[config.mk]
export PLATFORM = sky130hd
export DESIGN_NAME = mem_access_unit
export DESIGN_NICKNAME = d
export VERILOG_FILES = /design/src/rtl/mem_access_pkg.sv /design/src/rtl/mem_access_unit.sv
export SDC_FILE = /design/constraint.sdc
export NUM_CORES = 1
export LEC_CHECK = 0
export ABC_AREA = 1
export CAP_MARGIN = 20
export CORE_MARGIN = 8
export CORE_UTILIZATION = 42
export DETAILED_ROUTE_END_ITERATION = 16
export DONT_BUFFER_PORTS = 1
export GPL_TIMING_DRIVEN = 1
export PLACE_DENSITY = 0.57
export SLEW_MARGIN = 20
export SYNTH_ARGS = -nofsm -noshare
export SYNTH_HDL_FRONTEND = slang
export SYNTH_SLANG_ARGS = --single-unit
[constraint.sdc]
create_clock -name clk -period 5.8 [get_ports clk]
set_input_delay 1.74 -clock clk [delete_from_list [all_inputs] [get_ports clk]]
set_output_delay 1.74 -clock clk [all_outputs]
set_load 0.01 [all_outputs]
[src/rtl/mem_access_pkg.sv]
// Shared types for the memory access unit: sequencer states and request size codes.
package mem_access_pkg;

    typedef enum logic [1:0] {
        IDLE  = 2'd0,
        BYTE0 = 2'd1,
        BYTE1 = 2'd2,
        RESP  = 2'd3
    } state_e;

    localparam logic SIZE_BYTE = 1'b0;
    localparam logic SIZE_WORD = 1'b1;

endpackage

[src/rtl/mem_access_unit.sv]
// Splits byte/word load-store requests into single-byte memory cycles
// and returns one response pulse per request.
module mem_access_unit
    import mem_access_pkg::*;
#(
    parameter int ADDR_WIDTH = 16,
    parameter bit BIG_ENDIAN = 1'b0
) (
    input  logic                  clk,
    input  logic                  reset_n,
    input  logic                  req_valid,
    output logic                  req_ready,
    input  logic                  req_write,
    input  logic                  req_size,
    input  logic [ADDR_WIDTH-1:0] req_addr,
    input  logic [15:0]           req_wdata,
    output logic                  resp_valid,
    output logic [15:0]           resp_rdata,
    output logic [ADDR_WIDTH-1:0] mem_address,
    output logic [7:0]            mem_write_data,
    output logic                  mem_write_enable,
    input  logic [7:0]            mem_read_data
);

    state_e                state_q, state_d;
    logic                  write_q, write_d;
    logic                  size_q, size_d;
    logic [ADDR_WIDTH-1:0] addr_q, addr_d;
    logic [15:0]           wdata_q, wdata_d;
    logic [15:0]           cap_q, cap_d;
    logic [15:0]           rdata_q, rdata_d;

    logic                  hi_lane;
    logic [7:0]            lane_byte;
    logic [15:0]           cap_next;

    always_ff @(posedge clk or negedge reset_n) begin
        if (!reset_n) begin
            state_q <= IDLE;
            write_q <= 1'b0;
            size_q  <= SIZE_BYTE;
            addr_q  <= '0;
            wdata_q <= '0;
            cap_q   <= '0;
            rdata_q <= '0;
        end else begin
            state_q <= state_d;
            write_q <= write_d;
            size_q  <= size_d;
            addr_q  <= addr_d;
            wdata_q <= wdata_d;
            cap_q   <= cap_d;
            rdata_q <= rdata_d;
        end
    end

    // The second byte cycle always handles the lane the first one did not.
    always_comb begin
        if (state_q == BYTE1) begin
            hi_lane = !BIG_ENDIAN;
        end else begin
            hi_lane = (size_q == SIZE_WORD) && BIG_ENDIAN;
        end
        lane_byte = hi_lane ? wdata_q[15:8] : wdata_q[7:0];
        cap_next  = cap_q;
        if (hi_lane) begin
            cap_next[15:8] = mem_read_data;
        end else begin
            cap_next[7:0] = mem_read_data;
        end
    end

    always_comb begin
        state_d          = state_q;
        write_d          = write_q;
        size_d           = size_q;
        addr_d           = addr_q;
        wdata_d          = wdata_q;
        cap_d            = cap_q;
        rdata_d          = rdata_q;
        req_ready        = 1'b0;
        resp_valid       = 1'b0;
        mem_address      = '0;
        mem_write_data   = 8'h00;
        mem_write_enable = 1'b0;

        case (state_q)
            IDLE: begin
                req_ready = 1'b1;
                if (req_valid) begin
                    write_d = req_write;
                    size_d  = req_size;
                    addr_d  = req_addr;
                    wdata_d = req_wdata;
                    cap_d   = '0;
                    state_d = BYTE0;
                end
            end
            BYTE0, BYTE1: begin
                mem_address = (state_q == BYTE1) ? addr_q + ADDR_WIDTH'(1) : addr_q;
                if (write_q) begin
                    mem_write_enable = 1'b1;
                    mem_write_data   = lane_byte;
                end else begin
                    cap_d = cap_next;
                end
                if (state_q == BYTE0 && size_q == SIZE_WORD) begin
                    state_d = BYTE1;
                end else begin
                    // Result register only changes as the access completes.
                    rdata_d = write_q ? 16'h0000 : cap_next;
                    state_d = RESP;
                end
            end
            RESP: begin
                resp_valid = 1'b1;
                state_d    = IDLE;
            end
            default: state_d = IDLE;
        endcase
    end

    assign resp_rdata = rdata_q;

endmodule

# [Word-level counts from Yosys, hierarchy flattened]
# Cells that the tools add are included.
[classes] n_mux=19 n_shift=0 n_addsub=1 n_reduce_logical=7 bitwise_logic=1 n_eq_ne=5 magnitude_cmp=0 multipliers=0 div_mod_pow=0
[op_table] operator="$mux W16" count=5
[op_table] operator="$mux W8" count=5
[op_table] operator="$pmux W16 S2" count=1
[op_table] operator="$add A16 B1 Y16 const B" count=1
[op_table] operator="$mux W1" count=6
[op_table] operator="$pmux W2 S3" count=1
[op_table] operator="$eq A2 B2 Y1 const B" count=2
[op_table] operator="$ne A2 B2 Y1 const B" count=2
[op_table] operator="$reduce_and A2 Y1" count=2
[op_table] operator="$reduce_and A3 Y1" count=1
[op_table] operator="$eq A2 B1 Y1 const B" count=1
[op_table] operator="$logic_not A2 Y1" count=1
[op_table] operator="$mux W2" count=1
[op_table] operator="$reduce_bool A2 Y1" count=1
[op_table] operator="$reduce_or A2 Y1" count=1
[op_table] operator="$logic_and A1 B1 Y1" count=1
[op_table] operator="$not A1 Y1" count=1
[totals] reg_bits=68 mem_bits_ro=0 out_inout_bits=43 in_bits=45 latch_bits=0 mem_count=0 ram_bits=0

# [Depth between registers and ports, before layout]
# Gate-level depths: netlist of run 1.
[depth] ltp_word=5 mapped_depth=10

# [Worst setup path after synthesis of run 1]
# Ideal clock, no wire load.
[synth_path] path_kind="register to output" from="reg state_q[0]" to="out mem_address[11]" t_arrival_ns=1.389 path_buffers=1 path_slack_ns=2.671 path_stages_with_launch=10 t_required_ns=4.060 path_cell_list="dfrtp_1 > inv_1 > ha_1 > buf_4 > nand3_1 > nor2_2 > inv_1 > nor2_1 > nor2_1 > nor2_1"
[synth_between] elab_chain_cells=3 elab_cells_between_ends=5 classes_between="eq/ne (2); mux (2); reduce/logical (1)"
[synth_lines] element="start: declaration" line_no="mem_access_unit.sv:25" source="state_e state_q, state_d;"
[synth_lines] element="start signal: assignment" line_no="mem_access_unit.sv:47" source="state_q <= state_d;"
[synth_lines] element="$eq A2 B2 Y1 or $eq A2 B1 Y1 (tied branches)" line_no="mem_access_unit.sv:87, mem_access_unit.sv:100"
[synth_lines] element="$mux W16 or $reduce_or A2 Y1 (tied branches)" line_no="mem_access_unit.sv:100, mem_access_unit.sv:87"
[synth_lines] element="$mux W16 *" line_no="mem_access_unit.sv:87" source="case (state_q)"
[synth_lines] element="end: declaration" line_no="mem_access_unit.sv:19" source="output logic [ADDR_WIDTH-1:0] mem_address,"
# Mark *: on every way between the ends. The rest lies on a longest branch, timed or not.

# [Worst setup path in the final report of run 1]
[layout_path] from="reg state_q[0]" to="out mem_address[7]"
# Same word-level chain as after synthesis.

==> impl_metrics.tcl, run 1 <==
set metrics [dict create \
    cts_root_buf "clkbuf_8" \
    tritoncts "yes" \
    report.final.slew_viol_count 0 \
    finalSetupTns_ns 0 \
    yosys_warnings 0 \
    pwr-share-clk_pct 17.9 \
    fin_nets 420 \
    drtPass1Iterations 4 \
    fillCellCount 792 \
    critPathLaunchType "flip-flop" \
    synth-edff-count 0 \
    synth_compound_area_share_pct 14.85 \
    overflow 0 \
    synth_xor_area_share_pct 0 \
    clockBufferDepth 2 \
    grt_pass1_vias 2514 \
    synthAdderAreaFrac_pct 2.195 \
    antenna_found_initial 1 \
    maxSlewHeadroom_pct 53.42 \
    drcViolationCount 0 \
    max_clock_freq_ghz 0.2330 \
    intPower_mw 1.294 \
    numCtsBuffers 9 \
    die_height_microns 106.3 \
    p_per_area_nw_per_um2 638.5 \
    gp_congestion 0.8368 \
    clkLatencyLatePin_ns 0.33 \
    cts_resized 0 \
    seq_area_frac_synth_pct 49.74 \
    syn_nets 422 \
    synth_top_family_by_area "simple AND/OR/NAND/NOR gates" \
    end_kind "output pin" \
    wl_microns 7941 \
    ys.flop_type "dfrtp_1" \
    grt_util_met3_pct 8.106 \
    synth-simple-area-share_pct 15.69 \
    rows 33 \
    combPwrFrac_pct 47.0 \
    drive_gt1_share_pct 17.65 \
    post-route-period-util_pct 73.99 \
    clock_sinks 68 \
    power_switching_mw 1.060 \
    worst_pin_slew_ns 0.6971 \
    postRouteAntennaNets 0 \
    hold_buffers 0 \
    num_vias 2494 \
    postCtsSetupBuffers 0 \
    period_minus_slack_ns 4.291 \
    worstPathRequired_ns 4.06 \
    fin_worst_skew_ns 0.01002 \
    fp.dieW_microns 106.3 \
    place_inst 463 \
    synthCells 371 \
    cap_violations 0 \
    met2_usage_pct 22.61 \
    dieArea_sq_um 11290 \
    grt_pass1_wl_microns 12800 \
    clkTransAtPathRegs_ns 0.07 \
    wire_per_inst_microns 16.58 \
    switching_share_pct 45.03 \
    syn_avg_cell_area_sq_um 9.220 \
    setup_violations 0 \
    grt_max_degree 69 \
    crit_type "reg -> out" \
    dpl.hpwl_microns 5664 \
    static-leakage-power_nw 1.695 \
    use_met1_pct 16.05 \
    initial_core_util_pct 42.49 \
    final_cells 479 \
    yosys_register_bits 68 \
    core_sq_um 8051 \
    yosysMostFrequentCell "dfrtp_1" \
    diodes 0 \
    grt_use_total_pct 14.32 \
    status "finished clean" \
    synth_area_sq_um 3421 \
    hold_viol_final 0 \
    synth_top_area_cell "dfrtp_1" \
    async_flop_share_pct 100.0 \
    io_pins 88 \
    yosysTopAreaCellShare_pct 49.74 \
    cp.arrival_ns 2.55 \
    r2r-start "state_q[0]" \
    ir_worst_vdd_v 0.0002794 \
    htree_levels 3 \
    vias_per_cell 5.207 \
    hold_start "wdata_q[7]" \
    drt_iter0_markers 142 \
    syn2layout_area_growth_pct 7.791 \
    synthTopCellsByArea "dfrtp_1 (50%), mux2_2 (8.6%), inv_1 (5.9%), nor2_1 (4.9%), nand2_1 (4.6%)" \
    crit_fanout 26 \
    min_path_type "reg -> reg" \
    yosysUniqueCellTypes 27 \
    synth_common_cells "dfrtp_1 (68), inv_1 (54), nor2_1 (45)" \
    synth.mux.area_fraction_pct 8.559 \
    crit_start "state_q[0]" \
    rsz0062_at_grt "no" \
    seq_power_share_pct 35.1 \
    port_buffers 0 \
    grt.busiest_layer "met2" \
]
==> critical path, cell delays in order (launching register included) <==
cell and delay [ns]:
dfrtp_1 0.40, inv_1 0.13, ha_1 0.45, buf_4 0.34, inv_2 0.22, nor2_1 0.21
a21oi_1 0.08, nor3_1 0.38
==> cell families after synthesis <==
kind of cell | after synthesis
AO/OA/AOI/OAI | 77
multiplexers | 26
adder cells (fa/ha/maj) | 6
AND/OR/NAND/NOR | 123
flip-flops | 68
buffers and inverters | 71
==> final timing paths <==
kind	cells after the start	end	slack [ns]
worst max-delay path	7	mem_address[7]	1.51
worst min-delay path	1	wdata_q[7]	0.51
worst max register to register	7	resp_rdata[2]	3.25
worst min register to register	1	wdata_q[7]	0.51
max in group asynchronous	0	addr_q[14]	4.61
min in group asynchronous	0	resp_rdata[2]	1.09
==> cell usage in the layout (no fill, tap or decap), drive strengths merged, types with 2 or more instances in the layout <==
cell | synthesis | layout
dfrtp | 68 | 68
a21oi | 19 | 19
nand2 | 45 | 45
clkbuf | 2 | 10
nand3 | 12 | 12
o21ai | 24 | 24
buf | 13 | 2
nor3 | 12 | 12
clkinvlp | 0 | 2
nor2 | 51 | 51
inv | 56 | 56
o22ai | 32 | 32
bufinv | 0 | 2
nand4 | 3 | 3
mux2 | 26 | 26
clkinv | 0 | 2
ha | 6 | 6
==> state kept, by name, indices dropped and copies added (netlist names) <==
name	flops
addr_q	16
cap_q	16
resp_rdata	16
size_q	1
state_q	2
wdata_q	16
write_q	1
==> power groups by stage <==
| stage | combinational (mW) | sequential [mW] | clock (mW) |
|---|---|---|---|
| after floorplan | 0.963 | 0.797 | 0 |
| after global placement | 1.10 | 0.833 | 0 |
| after detailed placement | 1.13 | 0.838 | 0 |
| after CTS | 1.14 | 0.828 | 0.435 |
| after global routing | 1.25 | 0.853 | 0.460 |
| final | 1.11 | 0.826 | 0.422 |
==> per-layer routing <==
layer | routed length, microns | vias up
li1 | - | 1223
met5 | 10 | -
met2 | 3775 | 81
met3 | 767 | 10
met4 | 93 | 2
met1 | 3295 | 1178
==> through the flow <==
| stage | hold WS [ns] | worst slack [ns] | instance area, sq um | total power, mW | util [%] |
|---|---|---|---|---|---|
| final | 0.5074 | 1.509 | 3687 | 2.354 | 45.80 |
| after global routing | 0.5261 | 1.235 | 3687 | 2.560 | 45.80 |
| after CTS | 0.5103 | 1.489 | 3687 | 2.399 | 45.80 |
| after detailed placement | 0.4944 | 1.856 | 3471 | 1.971 | 43.11 |
| after global placement | 0.4895 | 1.931 | 3471 | 1.937 | 43.11 |
| after floorplan | 0.4798 | 2.671 | 3421 | 1.761 | - |
==> area by class of cell <==
type	count	area (sq um)	share of cell area, %
tap	105	131.4	3.563
clock buffer	10	127.6	3.461
multi-input combinational	232	1413	38.31
clock inverter	6	88.84	2.409
timing repair buffer	2	15.01	0.4072
inverter	56	210.2	5.701
sequential	68	1702	46.15
(Power assumes the default switching activity.)
==> run 2, diff against run 1 <==
Clock period 5.8 ns to 4.1 ns, I/O delays scaled along.
==> run 2 against run 1 <==
  * Total power is 39% higher
  * Hold slack worse by 0.0022 ns
  * Setup slack worse by 0.84 ns
  * Register-to-register slack worse by 1.8 ns
  * Die area stayed put
  * Clock power is 29% higher
  * Global-route usage is 0.19 points higher
  * Sequential share of layout area is 0.24 points higher
  * Non-clock buffer count is 1 higher
  * Clock skew is 0.0036 ns lower
  * Sequential power is 43% higher
  * Largest cell class unchanged
==> impl_metrics.tcl, run 2 (synthesized netlist as in run 1, its figures left out) <==
set metrics [dict create \
    status "finished clean" \
    cp_cell_sequence "inv_1 > ha_1 > nand3_1 > nor2_2 > inv_1 > nor2_1 > nor2_1 > nor2_1" \
    port_buffers 0 \
    grt_pass1_vias 2523 \
    num_vias 2483 \
    drtPass1Iterations 4 \
    cts_resized 0 \
    syn2layout_area_growth_pct 7.242 \
    holdPathStages 1 \
    crit_buf_inv 2 \
    hold_buffers 0 \
    clkLatencyLatePin_ns 0.33 \
    grt_use_total_pct 14.51 \
    post-route-period-util_pct 83.77 \
    die_height_microns 106.3 \
    grt_pass1_wl_microns 12850 \
    numCtsBuffers 9 \
    final_cell_mix "dfrtp_1 (68), inv_1 (54), nor2_1 (45)" \
    use_met1_pct 16.29 \
    postCtsSetupBuffers 0 \
    tritoncts "yes" \
    worst_pin_slew_ns 0.6658 \
    ir_worst_vdd_v 0.0003306 \
    r2r-start "state_q[0]" \
    crit_family "simple AND/OR/NAND/NOR gates" \
    rows 33 \
    drcViolationCount 0 \
    crit_start "state_q[0]" \
    path_depth 8 \
    worstPathRequired_ns 2.87 \
    mostFrequentLayoutCell "dfrtp_1" \
    end_kind "output pin" \
    grt_max_degree 69 \
    drt_iter0_markers 87 \
    finalSetupTns_ns 0 \
    setup_slack_ns 0.6656 \
    clockBufferDepth 2 \
    fin_nets 421 \
    vias_per_cell 5.195 \
    report.final.slew_viol_count 0 \
    antenna_found_initial 1 \
    cp.arrival_ns 2.20 \
    htree_levels 3 \
    fp.dieW_microns 106.3 \
    wire_per_inst_microns 16.49 \
    grt.busiest_layer "met2" \
    crit_fanout 15 \
    fin_worst_skew_ns 0.006395 \
    dpl.hpwl_microns 5634 \
    period_minus_slack_ns 3.434 \
    dp_slack_ns 1.016 \
    cap_violations 0 \
    min_path_type "reg -> reg" \
    finalPower_mw 3.280 \
    drive_gt1_share_pct 17.43 \
    static-leakage-power_nw 1.695 \
    clock_sinks 68 \
    utilization_pct 45.56 \
    overflow 0 \
    critPathLaunchType "flip-flop" \
    crit_path_frequent_cell "nor2_1" \
    clkTransAtPathRegs_ns 0.07 \
    diodes 0 \
    initial_core_util_pct 42.49 \
    setup_violations 0 \
    wl_microns 7884 \
    io_pins 88 \
    max_clock_freq_ghz 0.2912 \
    crit_path_top_delay_cell "ha_1" \
    postRouteAntennaNets 0 \
    grt_util_met3_pct 7.804 \
    core_sq_um 8051 \
    place_inst 464 \
    dieArea_sq_um 11290 \
    cts_root_buf "clkbuf_8" \
    hold_start "wdata_q[6]" \
    maxSlewHeadroom_pct 55.51 \
    rsz0062_at_grt "no" \
    fillCellCount 787 \
    hold_viol_final 0 \
    final_cells 478 \
    crit_type "reg -> out" \
    p_per_area_nw_per_um2 894.2 \
    r2r_cells 7 \
    gp_congestion 0.7798 \
    critPathMaxStageDelay_ns 0.51 \
    met2_usage_pct 22.65 \
]
## run 2: area by class of cell
type                    instances  area (sq um)  area share, %
clock buffers                  12         155.1          4.229
clock inverters                 2         35.03         0.9550
inverters                      56         210.2          5.730
multi-input cells             232          1413          38.51
flip-flops and latches         68          1702          46.38
well taps                     105         131.4          3.581
repair buffers                  3         22.52         0.6139
## run 2: path summary, 6_finish.rpt
path / endpoint / slack, ns
max: mem_address[11] / 0.67
min: wdata_q[6] / 0.51
max reg2reg: resp_rdata[3] / 1.50
min reg2reg: wdata_q[6] / 0.51
max in group asynchronous: addr_q[7] / 3.41
min in group asynchronous: resp_rdata[3] / 0.58
## run 2: worst reg2reg max path, cell delays in order, from the launching register on
cell,delay (ns)
dfrtp_1,0.40
inv_1,0.13
ha_1,0.51
buf_4,0.35
nor2_2,0.09
a21oi_4,0.53
nand2_4,0.30
o22ai_1,0.21
## run 2: stage by stage
step | hold slack (ns) | area [sq um]
floorplan | 0.4798 | 3421
global placement | 0.4893 | 3478
detailed placement | 0.4958 | 3478
CTS | 0.5111 | 3669
global route | 0.5309 | 3669
finish | 0.5051 | 3669
## run 2: layer usage
metal  vias up  wire, microns  part of all wire, %
met5         -             10                 0.13
met2        67           3652                   46
li1       1227              -                    -
met3        12            850                   11
met4         2            129                  1.6
met1      1175           3242                   41
## run 2: power breakdown
part / leakage (nW) / switching [mW] / internal (mW)
combinational: 0.750 / 1.02 / 0.541
clock: 0.0983 / 0.236 / 0.307
sequential: 0.847 / 0.222 / 0.954
total: 1.70 / 1.48 / 1.80
==> run 3, diff against run 2 <==
Settings changed: PLACE_DENSITY 0.57 to 0.6.
Clock period 4.1 ns to 2.8 ns, I/O delays scaled along.
==> run 3 against run 2 <==
  * Via count up 1.9%
  * Combinational power up 63%
  * Setup slack lost 0.58 ns
  * Highest routed layer unchanged
  * Largest power group unchanged
  * Clock skew is 0.0032 ns higher
  * Sequential share of layout area down 1.3 points
  * Critical path type unchanged
  * Global-route usage grew 0.22 points
  * Clock-buffer cell count did not move
==> impl_metrics.tcl, run 3 (synthesized netlist as in run 1, its figures left out) <==
set metrics [dict create \
    fp.dieW_microns 106.3 \
    vias_per_cell 5.176 \
    drive_gt1_share_pct 22.40 \
    r2r_slack_ns 0.72 \
    antenna_found_initial 1 \
    syn2layout_area_growth_pct 10.35 \
    core_sq_um 8051 \
    utilization_pct 46.88 \
    post-route-period-util_pct 96.78 \
    finalSetupTns_ns 0 \
    ir_worst_vdd_v 0.0007026 \
    r2r_end "resp_rdata[0]" \
    cp_cell_sequence "inv_1 > ha_2 > nand2_2 > nor3_2" \
    grt_use_total_pct 14.73 \
    rsz0062_at_grt "yes" \
    critPathLaunchType "flip-flop" \
    maxSlewHeadroom_pct 59.70 \
    mostFrequentLayoutCell "dfrtp_1" \
    worstPathRequired_ns 1.96 \
    tritoncts "yes" \
    grt_pass1_vias 2533 \
    diodes 0 \
    clkTransAtPathRegs_ns 0.07 \
    report.final.slew_viol_count 0 \
    drcViolationCount 0 \
    drtPass1Iterations 6 \
    crit_type "reg -> out" \
    crit_buf_inv 1 \
    num_vias 2531 \
    rows 33 \
    overflow 0 \
    hold_slack_ns 0.1857 \
    crit_fanout 10 \
    status "finished clean" \
    clockBufferDepth 2 \
    gp_congestion 0.8272 \
    die_height_microns 106.3 \
    wire_per_inst_microns 16.44 \
    min_path_type "in -> async" \
    max_clock_freq_ghz 0.3690 \
    end_kind "output pin" \
    cap_violations 0 \
    static-leakage-power_nw 1.740 \
    cts_root_buf "clkbuf_8" \
    dpl.hpwl_microns 5733 \
    numCtsBuffers 9 \
    postRouteAntennaNets 0 \
    fin_nets 430 \
    hold_viol_final 0 \
    worst_pin_slew_ns 0.6032 \
    cp.arrival_ns 1.87 \
    initial_core_util_pct 42.49 \
    crit_family "simple AND/OR/NAND/NOR gates" \
    grt_pass1_wl_microns 13190 \
    r2r-start "state_q[0]" \
    period_minus_slack_ns 2.710 \
    port_buffers 0 \
    crit_start "state_q[1]" \
    io_pins 88 \
    clkLatencyLatePin_ns 0.34 \
    final_cell_mix "dfrtp_1 (68), inv_1 (53), nor2_1 (45)" \
    grt_max_degree 69 \
    fin_worst_skew_ns 0.009608 \
    p_per_area_nw_per_um2 1324 \
    dieArea_sq_um 11290 \
    critPathMaxStageDelay_ns 0.44 \
    htree_levels 3 \
    setup_violations 0 \
    drt_iter0_markers 98 \
    r2r_cells 7 \
    finalPower_mw 4.999 \
    crit_path_top_delay_cell "ha_2" \
    fillCellCount 786 \
    clock_sinks 68 \
    wl_microns 8041 \
    postCtsSetupBuffers 0 \
]
==> run 3: worst register-to-register path, stage by stage (launching register included) <==
cell     delay, ns
dfrtp_1       0.41
inv_2         0.13
ha_4          0.18
buf_4         0.24
nor2_2        0.08
a21oi_4       0.49
nand2_4       0.29
o22ai_1       0.19
==> run 3: worst max path at each step <==
| stage | end | slack [ns] | cells after the start |
|---|---|---|---|
| finish | mem_write_data[5] | 0.09 | 4 |
| global route | mem_write_data[5] | -0.04 | 4 |
| CTS | mem_write_data[5] | 0.003 | 4 |
| detailed placement | mem_address[4] | 0.36 | 8 |
| global placement | mem_address[4] | 0.43 | 8 |
| floorplan | mem_address[11] | 0.57 | 9 |
==> run 3: what timing repair did <==
action | 4_1_cts | 5_1_grt
resized for setup | 1 | 10
hold buffers | 0 | 0
endpoints found under the setup margin | 1 | 17
==> run 3: routing by layer <==
layer	share of wire, %	GRT usage (%)	routed length (microns)	vias up
li1	-	-	-	1244
met1	42	16.99	3384	1204
met2	47	23.01	3780	75
met3	9.9	8.409	797	6
met4	0.81	3.920	65	2
met5	0.16	0	13	-
==> run 3: power by group <==
group | total, mW | leakage [nW] | internal, mW | switching [mW]
logic | 2.55 | 0.797 | 0.964 | 1.58
clock network | 0.733 | 0.0961 | 0.367 | 0.365
registers | 1.72 | 0.847 | 1.40 | 0.324
==> run 3: area by class of cell <==
class	count	area [sq um]	area share (%)
Clock buffer	12	155.1	4.110
Clock inverter	4	23.77	0.6298
Inverter	56	210.2	5.568
Multi-Input combinational cell	232	1463	38.75
Sequential cell	68	1702	45.08
Tap cell	105	131.4	3.480
Timing Repair Buffer	12	90.09	2.386
==> run 3: per-stage QoR <==
step                area [sq um]  setup slack [ns]  std cells
floorplan                   3421            0.5708        371
global placement            3546            0.4260        473
detailed placement          3546            0.3604        473
CTS                         3727          0.003440        489
global route                3775          -0.03846        489
finish                      3775           0.09003        489
